## config.mk

```make
export PLATFORM = sky130hd
export DESIGN_NAME = ccd_frame_capture
export DESIGN_NICKNAME = d
export VERILOG_FILES = /design/src/rtl/ccd_frame_capture.sv
export SDC_FILE = /design/constraint.sdc
export NUM_CORES = 1
export LEC_CHECK = 0
export CORE_UTILIZATION = 45
export CTS_CLUSTER_DIAMETER = 200
export DETAILED_ROUTE_END_ITERATION = 7
export PLACE_DENSITY = 0.75
export SLEW_MARGIN = 20
export SYNTH_ARGS = -nofsm -noshare
export SYNTH_HDL_FRONTEND = slang
export SYNTH_SLANG_ARGS = --single-unit
```

## constraint.sdc

```tcl
create_clock -name iCLK -period 5.6 [get_ports iCLK]
set_clock_uncertainty 0.15 [all_clocks]
set_input_delay 1.12 -clock iCLK [delete_from_list [all_inputs] [get_ports iCLK]]
set_output_delay 1.12 -clock iCLK [all_outputs]
set_load 0.005 [all_outputs]
```

## src/rtl/ccd_frame_capture.sv

```systemverilog
// CCD frame capture front end.
// Registers the raw sensor stream and gates it so that only whole frames
// are forwarded, starting at a frame-valid rising edge seen while capture
// is enabled. Column and row counters tag each forwarded pixel, and a
// frame counter counts the frames started since reset.
module ccd_frame_capture #(
   parameter int COLUMN_WIDTH = 1280
) (
   input  logic        iCLK,
   input  logic        iRST,
   input  logic [11:0] iDATA,
   input  logic        iFVAL,
   input  logic        iLVAL,
   input  logic        iSTART,
   input  logic        iEND,
   output logic [11:0] oDATA,
   output logic        oDVAL,
   output logic [10:0] oX_Cont,
   output logic [10:0] oY_Cont,
   output logic [31:0] oFrame_Cont
);

   // Last column index of a line; the column counter wraps after it.
   localparam logic [10:0] X_LAST = 11'(COLUMN_WIDTH - 1);

   logic [11:0] data_r;
   logic        fval_r;
   logic        lval_r;
   logic        pre_fval_r;
   logic        run_r;
   logic        mfval_r;
   logic [10:0] x_r;
   logic [10:0] y_r;
   logic [31:0] frame_cnt_r;

   logic        frame_rise_s;
   logic        frame_fall_s;

   // A frame may only open on a registered frame-valid rise while enabled;
   // it always closes on the registered fall, whatever the enable says.
   assign frame_rise_s = fval_r & ~pre_fval_r & run_r;
   assign frame_fall_s = ~fval_r & pre_fval_r;

   // Input stage: every sensor signal used by the core goes through here.
   always_ff @(posedge iCLK or negedge iRST) begin
      if (!iRST) begin
         data_r     <= 12'h000;
         fval_r     <= 1'b0;
         lval_r     <= 1'b0;
         pre_fval_r <= 1'b0;
      end else begin
         data_r     <= iDATA;
         fval_r     <= iFVAL;
         lval_r     <= iLVAL;
         pre_fval_r <= fval_r;
      end
   end

   // Capture enable: a stop request overrides a simultaneous start request.
   always_ff @(posedge iCLK or negedge iRST) begin
      if (!iRST) begin
         run_r <= 1'b0;
      end else if (iEND) begin
         run_r <= 1'b0;
      end else if (iSTART) begin
         run_r <= 1'b1;
      end else begin
         run_r <= run_r;
      end
   end

   // Frame window and frame counter; the counter steps once per opened frame.
   always_ff @(posedge iCLK or negedge iRST) begin
      if (!iRST) begin
         mfval_r     <= 1'b0;
         frame_cnt_r <= 32'd0;
      end else if (frame_rise_s && !mfval_r) begin
         mfval_r     <= 1'b1;
         frame_cnt_r <= frame_cnt_r + 32'd1;
      end else if (frame_fall_s) begin
         mfval_r     <= 1'b0;
         frame_cnt_r <= frame_cnt_r;
      end else begin
         mfval_r     <= mfval_r;
         frame_cnt_r <= frame_cnt_r;
      end
   end

   // Pixel position: counts valid pixels only; rows advance purely by count.
   always_ff @(posedge iCLK or negedge iRST) begin
      if (!iRST) begin
         x_r <= 11'd0;
         y_r <= 11'd0;
      end else if (!mfval_r) begin
         x_r <= 11'd0;
         y_r <= 11'd0;
      end else if (lval_r) begin
         if (x_r == X_LAST) begin
            x_r <= 11'd0;
            y_r <= y_r + 11'd1;
         end else begin
            x_r <= x_r + 11'd1;
            y_r <= y_r;
         end
      end else begin
         x_r <= x_r;
         y_r <= y_r;
      end
   end

   // Outputs come straight from registers; the counters show their value
   // before this pixel's update, so a frame's first pixel is at (0,0).
   assign oDATA       = lval_r ? data_r : 12'h000;
   assign oDVAL       = mfval_r & lval_r;
   assign oX_Cont     = x_r;
   assign oY_Cont     = y_r;
   assign oFrame_Cont = frame_cnt_r;

endmodule

```

==> impl_metrics.tcl, run 1 <==
set metrics [dict create \
    cts_hold_buf 0 \
    fill_cells 560 \
    final_cell_mix "clkdlybuf4s50_1 (83), dfrtp_1 (71), xnor2_1 (24), nand2_1 (17), nand3_1 (17)" \
    cts_tree "built" \
    viasPerCell 5.36 \
    setup-tns-final_ns 0 \
    r2r_cells 4 \
    place_ws_ns 2.84 \
    hpwlAfterDp_um 4670 \
    clk_path_buf_depth 2 \
    gp_congestion 0.793 \
    whs_path_depth 0 \
    yosys.area.top_type "dfrtp_1" \
    drc 0 \
    cts.repair.resized 0 \
    grt_pass1_wl_um 11100 \
    gr-total-overflow 0 \
    peakVddDrop_uv 166 \
    synth-edff-count 0 \
    netlist_area_mm2 0.00319 \
    ant_nets 0 \
    cp-start-kind "flop" \
    post_cts_buffers 0 \
    rows 30 \
    rsz0062_at_grt "false" \
    hold_viol_final 0 \
    die_y_um 86.2 \
    outcome "finished clean" \
    ys_types 34 \
    clk_latency_ns 0.34 \
    yosysWarnings 0 \
    antenna_cells 0 \
    crit_type "reg2out" \
    crit_arrival_ns 1.76 \
    cts_made_buffers 9 \
    post-route-period-util 0.541 \
    final_nets 395 \
    synthArstFlopShare 1.00 \
    drt_wl_total_um 6810 \
    post-route-min-period_ns 3.03 \
    hold_class "reg2reg" \
    ys_top_cells_by_area "dfrtp_1 (56%), xnor2_1 (6.6%), xor2_1 (3.0%)" \
    fin_util 0.625 \
    r2r_end "oY_Cont[9]" \
    antenna_found_initial 0 \
    clock_sinks 71 \
    p_total_uw 998 \
    h-tree-depth 3 \
    die_w_um 86.2 \
    worst_pin_slew_ns 0.693 \
    avgSynthCellArea_um2 11.0 \
    layout_commonest_cell "clkdlybuf4s50_1" \
    stdcell_count 475 \
    slew_headroom 0.534 \
    netlist.area_leader.share 0.557 \
    placeableCoreArea_mm2 0.00683 \
    worst_slack_ns 2.57 \
    yosysSeqAreaShare 0.557 \
    cap_violations 0 \
    setup_violations 0 \
    dp_cells 459 \
    leakage_uw 0.00176 \
    path_max_fanout 23 \
    cts-root-buf "clkbuf_8" \
    ioPinCount 85 \
    crit_required_ns 4.33 \
    setup.worst_path.end_class "primary output" \
    grt_start_max_net_pins 54 \
    power_density_mw_per_mm2 234 \
    clk_pin_slew_ns 0.08 \
    firstDrtPassIters 4 \
    dieArea_mm2 0.00743 \
    hp-start "fval_r" \
    drive_gt1_frac 0.0554 \
    rrSetupSlack_ns 2.82 \
    synth_ff_type "dfrtp_1" \
    drt-initial-drc-count 77 \
    io_buffers 84 \
    ys_seq_elements 71 \
    max_freq_mhz 330 \
    synthCells 291 \
    drv_slew 0 \
    grtUsageTotal 0.193 \
    wl_per_cell_um 14.3 \
    r2r-start "lval_r" \
    area_delta_synth_final_pct 33.8 \
    grt_pass1_vias 2374 \
    synth_fp_nets 312 \
    initial_utilization 0.467 \
    whs_endpoint "pre_fval_r" \
    vias 2545 \
]
[final cells by class]
class / instances / area, um^2 / share of cell area
clock buffers: 9 / 124 / 0.0290
well taps: 96 / 120 / 0.0281
clock inverters: 7 / 40.0 / 0.00938
inverters: 5 / 18.8 / 0.00439
multi-input cells: 201 / 1340 / 0.314
flip-flops and latches: 71 / 1780 / 0.416
repair buffers: 86 / 851 / 0.199
[cell usage after synthesis, types with 6 or more instances]
master / n
dfrtp_1: 71
xnor2_1: 24
nand2_1: 17
nand3_1: 17
nand4_1: 15
a21oi_1: 14
and2_1: 14
and3_1: 13
clkbuf_1: 11
or4_1: 11
xor2_1: 11
and4_1: 9
nor2_1: 8
o31ai_1: 8
nor4_1: 6
[logic make-up (layout without fill, tap and decap cells)]
family                   Yosys count  in the layout  share of synthesized area
XOR/XNOR                          35             35                     0.0961
buffers and inverters             19            107                     0.0231
multiplexers                       3              3                    0.00980
flip-flops                        71             71                      0.557
AO/OA/AOI/OAI                     31             31                     0.0588
AND/OR/NAND/NOR                  129            129                      0.244
adder cells (fa/ha/maj)            3              3                     0.0118
[through the flow]
step / hold slack (ns) / cell area (um^2)
global route: 0.299 / 4270
finish: 0.286 / 4270
floorplan: 0.237 / 3190
detailed placement: 0.270 / 4110
CTS: 0.286 / 4270
global placement: 0.248 / 4110
[how the worst max path moves through the flow]
| stage | cells after the start | slack (ns) | startpoint | endpoint |
|---|---|---|---|---|
| 4_1_cts | 2 | 2.52 | lval_r | oDATA[5] |
| 6_report | 2 | 2.57 | lval_r | oDATA[5] |
| 3_5_place_dp | 4 | 2.84 | lval_r | oY_Cont[9] |
| 5_1_grt | 2 | 2.42 | lval_r | oDATA[5] |
| 2_1_floorplan | 6 | 3.36 | oX_Cont[0] | oY_Cont[7] |
| 3_3_place_gp | 4 | 2.92 | lval_r | oY_Cont[5] |
[state kept, by name, indices dropped and copies added (netlist names)]
register and cells:
data_r 12, fval_r 1, lval_r 1, mfval_r 1, oFrame_Cont 32, oX_Cont 11, oY_Cont 11, pre_fval_r 1
run_r 1
[routing by layer]
metal  part of all wire  vias up  track usage
met4              0.017        0       0.0924
met2               0.48       69        0.307
li1                   -     1215            -
met3              0.048       13       0.0429
met1               0.46     1248        0.252
met5                  0        -            0
[report_power, final]
part | switching, uW | internal (uW) | leakage [uW]
sequential | 23.7 | 533 | 0.000949
combinational | 36.2 | 58.4 | 0.000730
clock | 191 | 156 | 0.0000846
total | 251 | 748 | 0.00176
[critical path, cell delays in order, from the launching register on]
cell and delay (ns):
dfrtp_1 0.69, and2_1 0.22, clkdlybuf4s50_1 0.51
(Power assumes the default switching activity.)
==> run 2, diff against run 1 <==
Clock period 5.6 ns to 3.1 ns, I/O delays scaled along.
==> impl_metrics.tcl, run 2 (synthesis results as in run 1) <==
set metrics [dict create \
    outcome "finished clean" \
    drt_wl_total_um 7120 \
    die_w_um 86.2 \
    r2r-start "oX_Cont[0]" \
    ioPinCount 85 \
    placeableCoreArea_mm2 0.00683 \
    crit_arrival_ns 2.78 \
    path_max_fanout 19 \
    gp_congestion 0.785 \
    firstDrtPassIters 4 \
    viasPerCell 5.39 \
    fill_cells 572 \
    critPathTopFamily "simple AND/OR/NAND/NOR gates" \
    die_y_um 86.2 \
    peakVddDrop_uv 369 \
    cts-root-buf "clkbuf_8" \
    crit_type "reg2reg" \
    startpoint "oX_Cont[0]" \
    clk_path_buf_depth 2 \
    drive_gt1_frac 0.0576 \
    layout_commonest_cell "clkdlybuf4s50_1" \
    area_delta_synth_final_pct 36.0 \
    crit_required_ns 3.22 \
    grt_pass1_vias 2290 \
    cts_tree "built" \
    grt_pass1_wl_um 11400 \
    cp_slowest_stage_delay_ns 0.80 \
    rows 30 \
    cp_common_cell "or4_1" \
    io_buffers 84 \
    largest_reg_flops 32 \
    rsz0062_at_grt "false" \
    internal_power_uw 1510 \
    setup_violations 0 \
    h-tree-depth 3 \
    clk_latency_ns 0.34 \
    switching_share 0.230 \
    max_freq_mhz 376 \
    grtUsageTotal 0.198 \
    antenna_found_initial 0 \
    leakage_uw 0.00180 \
    cp-start-kind "flop" \
    post-route-period-util 0.858 \
    hpwlAfterDp_um 4670 \
    cp.buffers_inverters 0 \
    setup-tns-final_ns 0 \
    worst_pin_slew_ns 0.746 \
    switchingPower_uw 452 \
    hold_class "in2async" \
    wl_per_cell_um 14.9 \
    dieArea_mm2 0.00743 \
    final_cell_mix "clkdlybuf4s50_1 (83), dfrtp_1 (71), xnor2_1 (24), nand2_1 (17), nand3_1 (17)" \
    rrSetupSlack_ns 0.44 \
    gr-total-overflow 0 \
    hold_viol_final 0 \
    post-route-min-period_ns 2.66 \
    pwr-share-comb 0.093 \
    power_density_mw_per_mm2 452 \
    r2r_cells 5 \
    cts_made_buffers 9 \
    cap_violations 0 \
    seqPwrFrac 0.512 \
    ant_nets 0 \
    initial_utilization 0.467 \
    slew_headroom 0.498 \
    setup.worst_path.end_class "flop" \
    cp_cell_sequence "ha_1 -> nand2_1 -> or4_1 -> or4_1 -> a21oi_1" \
    slowest_stage "or4_1" \
    drc 0 \
    r2r_end "oY_Cont[5]" \
    grt_start_max_net_pins 47 \
    cts_hold_buf 0 \
    clock_sinks 71 \
    post_cts_buffers 0 \
    cts.repair.resized 0 \
    clk_pin_slew_ns 0.07 \
    clock_power_share 0.395 \
    vias 2576 \
    drt-initial-drc-count 123 \
    drv_slew 0 \
    holdWs_ns 0.204 \
    final_nets 398 \
    antenna_cells 0 \
]
## run 2: cell count changes in the layout (fill, tap and decap cells not counted), sizes merged
cell,delta
bufinv,+1
clkinv,-5
buf,+3
clkbuf,+5
clkinvlp,-1
## run 2: per-layer routing
metal,global-route usage,vias to the layer above,share of wire
met4,0.0818,0,0.015
met3,0.0400,12,0.054
met5,0,-,0
li1,-,1222,-
met1,0.278,1254,0.46
met2,0.302,88,0.47
## run 2: layout make-up
type                       instances  area (um^2)  share of cell area
sequential                        71         1780               0.409
tap                               96          120              0.0277
inverter                           5         18.8             0.00433
clock buffer                      14          173              0.0398
timing repair buffer              89          873               0.201
multi-input combinational        201         1340               0.309
clock inverter                     2         37.5             0.00865
## run 2: power groups by stage
stage | sequential [uW] | clock (uW) | combinational (uW)
2_1_floorplan | 1010 | 0 | 62.0
3_3_place_gp | 1020 | 0 | 180
3_5_place_dp | 1020 | 0 | 182
4_1_cts | 1000 | 793 | 186
5_1_grt | 1010 | 830 | 198
6_report | 1000 | 775 | 183
## run 2: per-stage QoR
| stage | utilization | cells | total power, uW | cell area [um^2] | setup slack, ns |
|---|---|---|---|---|---|
| 6_report | 0.635 | 478 | 1960 | 4340 | 0.440 |
| 5_1_grt | 0.635 | 478 | 2040 | 4340 | 0.298 |
| 4_1_cts | 0.635 | 478 | 1980 | 4340 | 0.457 |
| 3_5_place_dp | 0.604 | 462 | 1200 | 4130 | 0.502 |
| 3_3_place_gp | 0.604 | 462 | 1200 | 4130 | 0.601 |
| 2_1_floorplan | - | 291 | 1070 | 3190 | 0.855 |
## run 2: worst max path at each step
stage / to / slack (ns) / cells past startpoint
final: oY_Cont[5] / 0.44 / 5
after global routing: oY_Cont[3] / 0.30 / 5
after CTS: oY_Cont[5] / 0.46 / 5
after detailed placement: oY_Cont[5] / 0.50 / 5
after global placement: oY_Cont[9] / 0.60 / 5
after floorplan: oY_Cont[7] / 0.86 / 6
==> run 3, diff against run 2 <==
Settings changed: GPL_TIMING_DRIVEN set to 0.
==> impl_metrics.tcl, run 3 (synthesis results as in run 1) <==
set metrics [dict create \
    peakVddDrop_uv 360 \
    hpwlAfterDp_um 4900 \
    post-route-min-period_ns 2.85 \
    antenna_found_initial 0 \
    holdWs_ns 0.0466 \
    path_max_fanout 10 \
    dieArea_mm2 0.00743 \
    cts_tree "built" \
    ioPinCount 85 \
    io_buffers 84 \
    h-tree-depth 3 \
    cts_made_buffers 9 \
    power_density_mw_per_mm2 437 \
    hold_viol_final 0 \
    fin_util 0.639 \
    grt_pass1_vias 2435 \
    cap_violations 0 \
    layout_commonest_cell "clkdlybuf4s50_1" \
    grt_start_max_net_pins 40 \
    clk_path_buf_depth 2 \
    cts-root-buf "clkbuf_8" \
    cts.repair.resized 0 \
    setup_violations 0 \
    antenna_cells 0 \
    setup.worst_path.end_class "primary output" \
    rrSetupSlack_ns 0.53 \
    crit_arrival_ns 2.08 \
    cp-start-kind "flop" \
    placeableCoreArea_mm2 0.00683 \
    leakage_uw 0.00180 \
    drt_wl_total_um 6950 \
    final_cell_mix "clkdlybuf4s50_1 (83), dfrtp_1 (71), xnor2_1 (24), nand2_1 (17), nand3_1 (17)" \
    grt_pass1_wl_um 11800 \
    clk_latency_ns 0.34 \
    drc 0 \
    firstDrtPassIters 4 \
    viasPerCell 5.33 \
    max_freq_mhz 351 \
    crit_required_ns 2.33 \
    slew_headroom 0.517 \
    clk_pin_slew_ns 0.08 \
    post_cts_buffers 0 \
    final_nets 408 \
    rsz0062_at_grt "false" \
    clock_sinks 71 \
    ant_nets 0 \
    stdcell_count 488 \
    cts_hold_buf 0 \
    largest_reg_flops 32 \
    vias 2600 \
    outcome "finished clean" \
    initial_utilization 0.467 \
    worst_pin_slew_ns 0.718 \
    grtUsageTotal 0.204 \
    area_delta_synth_final_pct 36.9 \
    wl_per_cell_um 14.2 \
    rows 30 \
    drt-initial-drc-count 138 \
    crit_type "reg2out" \
    gp_congestion 0.791 \
    drive_gt1_frac 0.0561 \
    post-route-period-util 0.919 \
    dp_cells 472 \
    gr-total-overflow 0 \
    die_y_um 86.2 \
    hold_class "in2async" \
    die_w_um 86.2 \
    drv_slew 0 \
]
-- run 3: changes by cell type in the layout (fill, tap and decap cells not counted), sizes merged --
cell and change:
clkinv +5, buf -1, clkbuf +6
-- run 3: final cells by class --
cell class / count / area [um^2]
fill: 579 / 2460
sequential: 71 / 1780
multi-input combinational: 201 / 1340
timing repair buffer: 85 / 858
clock buffer: 9 / 124
tap: 96 / 120
clock inverter: 7 / 73.8
buffer: 14 / 55.1
inverter: 5 / 18.8
-- run 3: per-layer routing --
| metal | part of all wire | track usage | up-vias |
|---|---|---|---|
| met2 | 0.46 | 0.317 | 75 |
| met4 | 0.016 | 0.0894 | 0 |
| met3 | 0.050 | 0.0438 | 9 |
| li1 | - | - | 1241 |
| met5 | 0 | 0 | - |
| met1 | 0.47 | 0.278 | 1275 |
-- run 3: worst paths after layout --
check                                  end       start  cells past startpoint
max                              oDATA[10]      lval_r                      4
min                             oX_Cont[2]        iRST                      1
max reg2reg                     oY_Cont[7]  oX_Cont[0]                      7
min reg2reg                     pre_fval_r      fval_r                      0
max in group asynchronous  oFrame_Cont[24]        iRST                      2
min in group iCLK               pre_fval_r      fval_r                      0
-- run 3: per-stage QoR --
step	power (uW)	worst slack [ns]	setup TNS [ns]	instance area, um^2
after detailed placement	1200	0.588	0	4170
final	1910	0.250	0	4370
after floorplan	1070	0.855	0	3190
after global routing	2000	0.0708	0	4370
after global placement	1200	-1.13	-79.83	4150
after CTS	1930	0.223	0	4370
-- run 3: power by group --
| group | internal (uW) | switching [uW] | leakage (uW) |
|---|---|---|---|
| combinational | 110 | 74.6 | 0.000752 |
| clock | 372 | 351 | 0.0000992 |
| sequential | 963 | 38.4 | 0.000949 |
| total | 1440 | 464 | 0.00180 |
-- run 3: worst max-delay path: stages, from the launching register on --
cell and delay (ns):
dfrtp_1 0.41, clkbuf_1 0.32, clkbuf_1 0.31, and2_1 0.18
clkdlybuf4s50_1 0.51
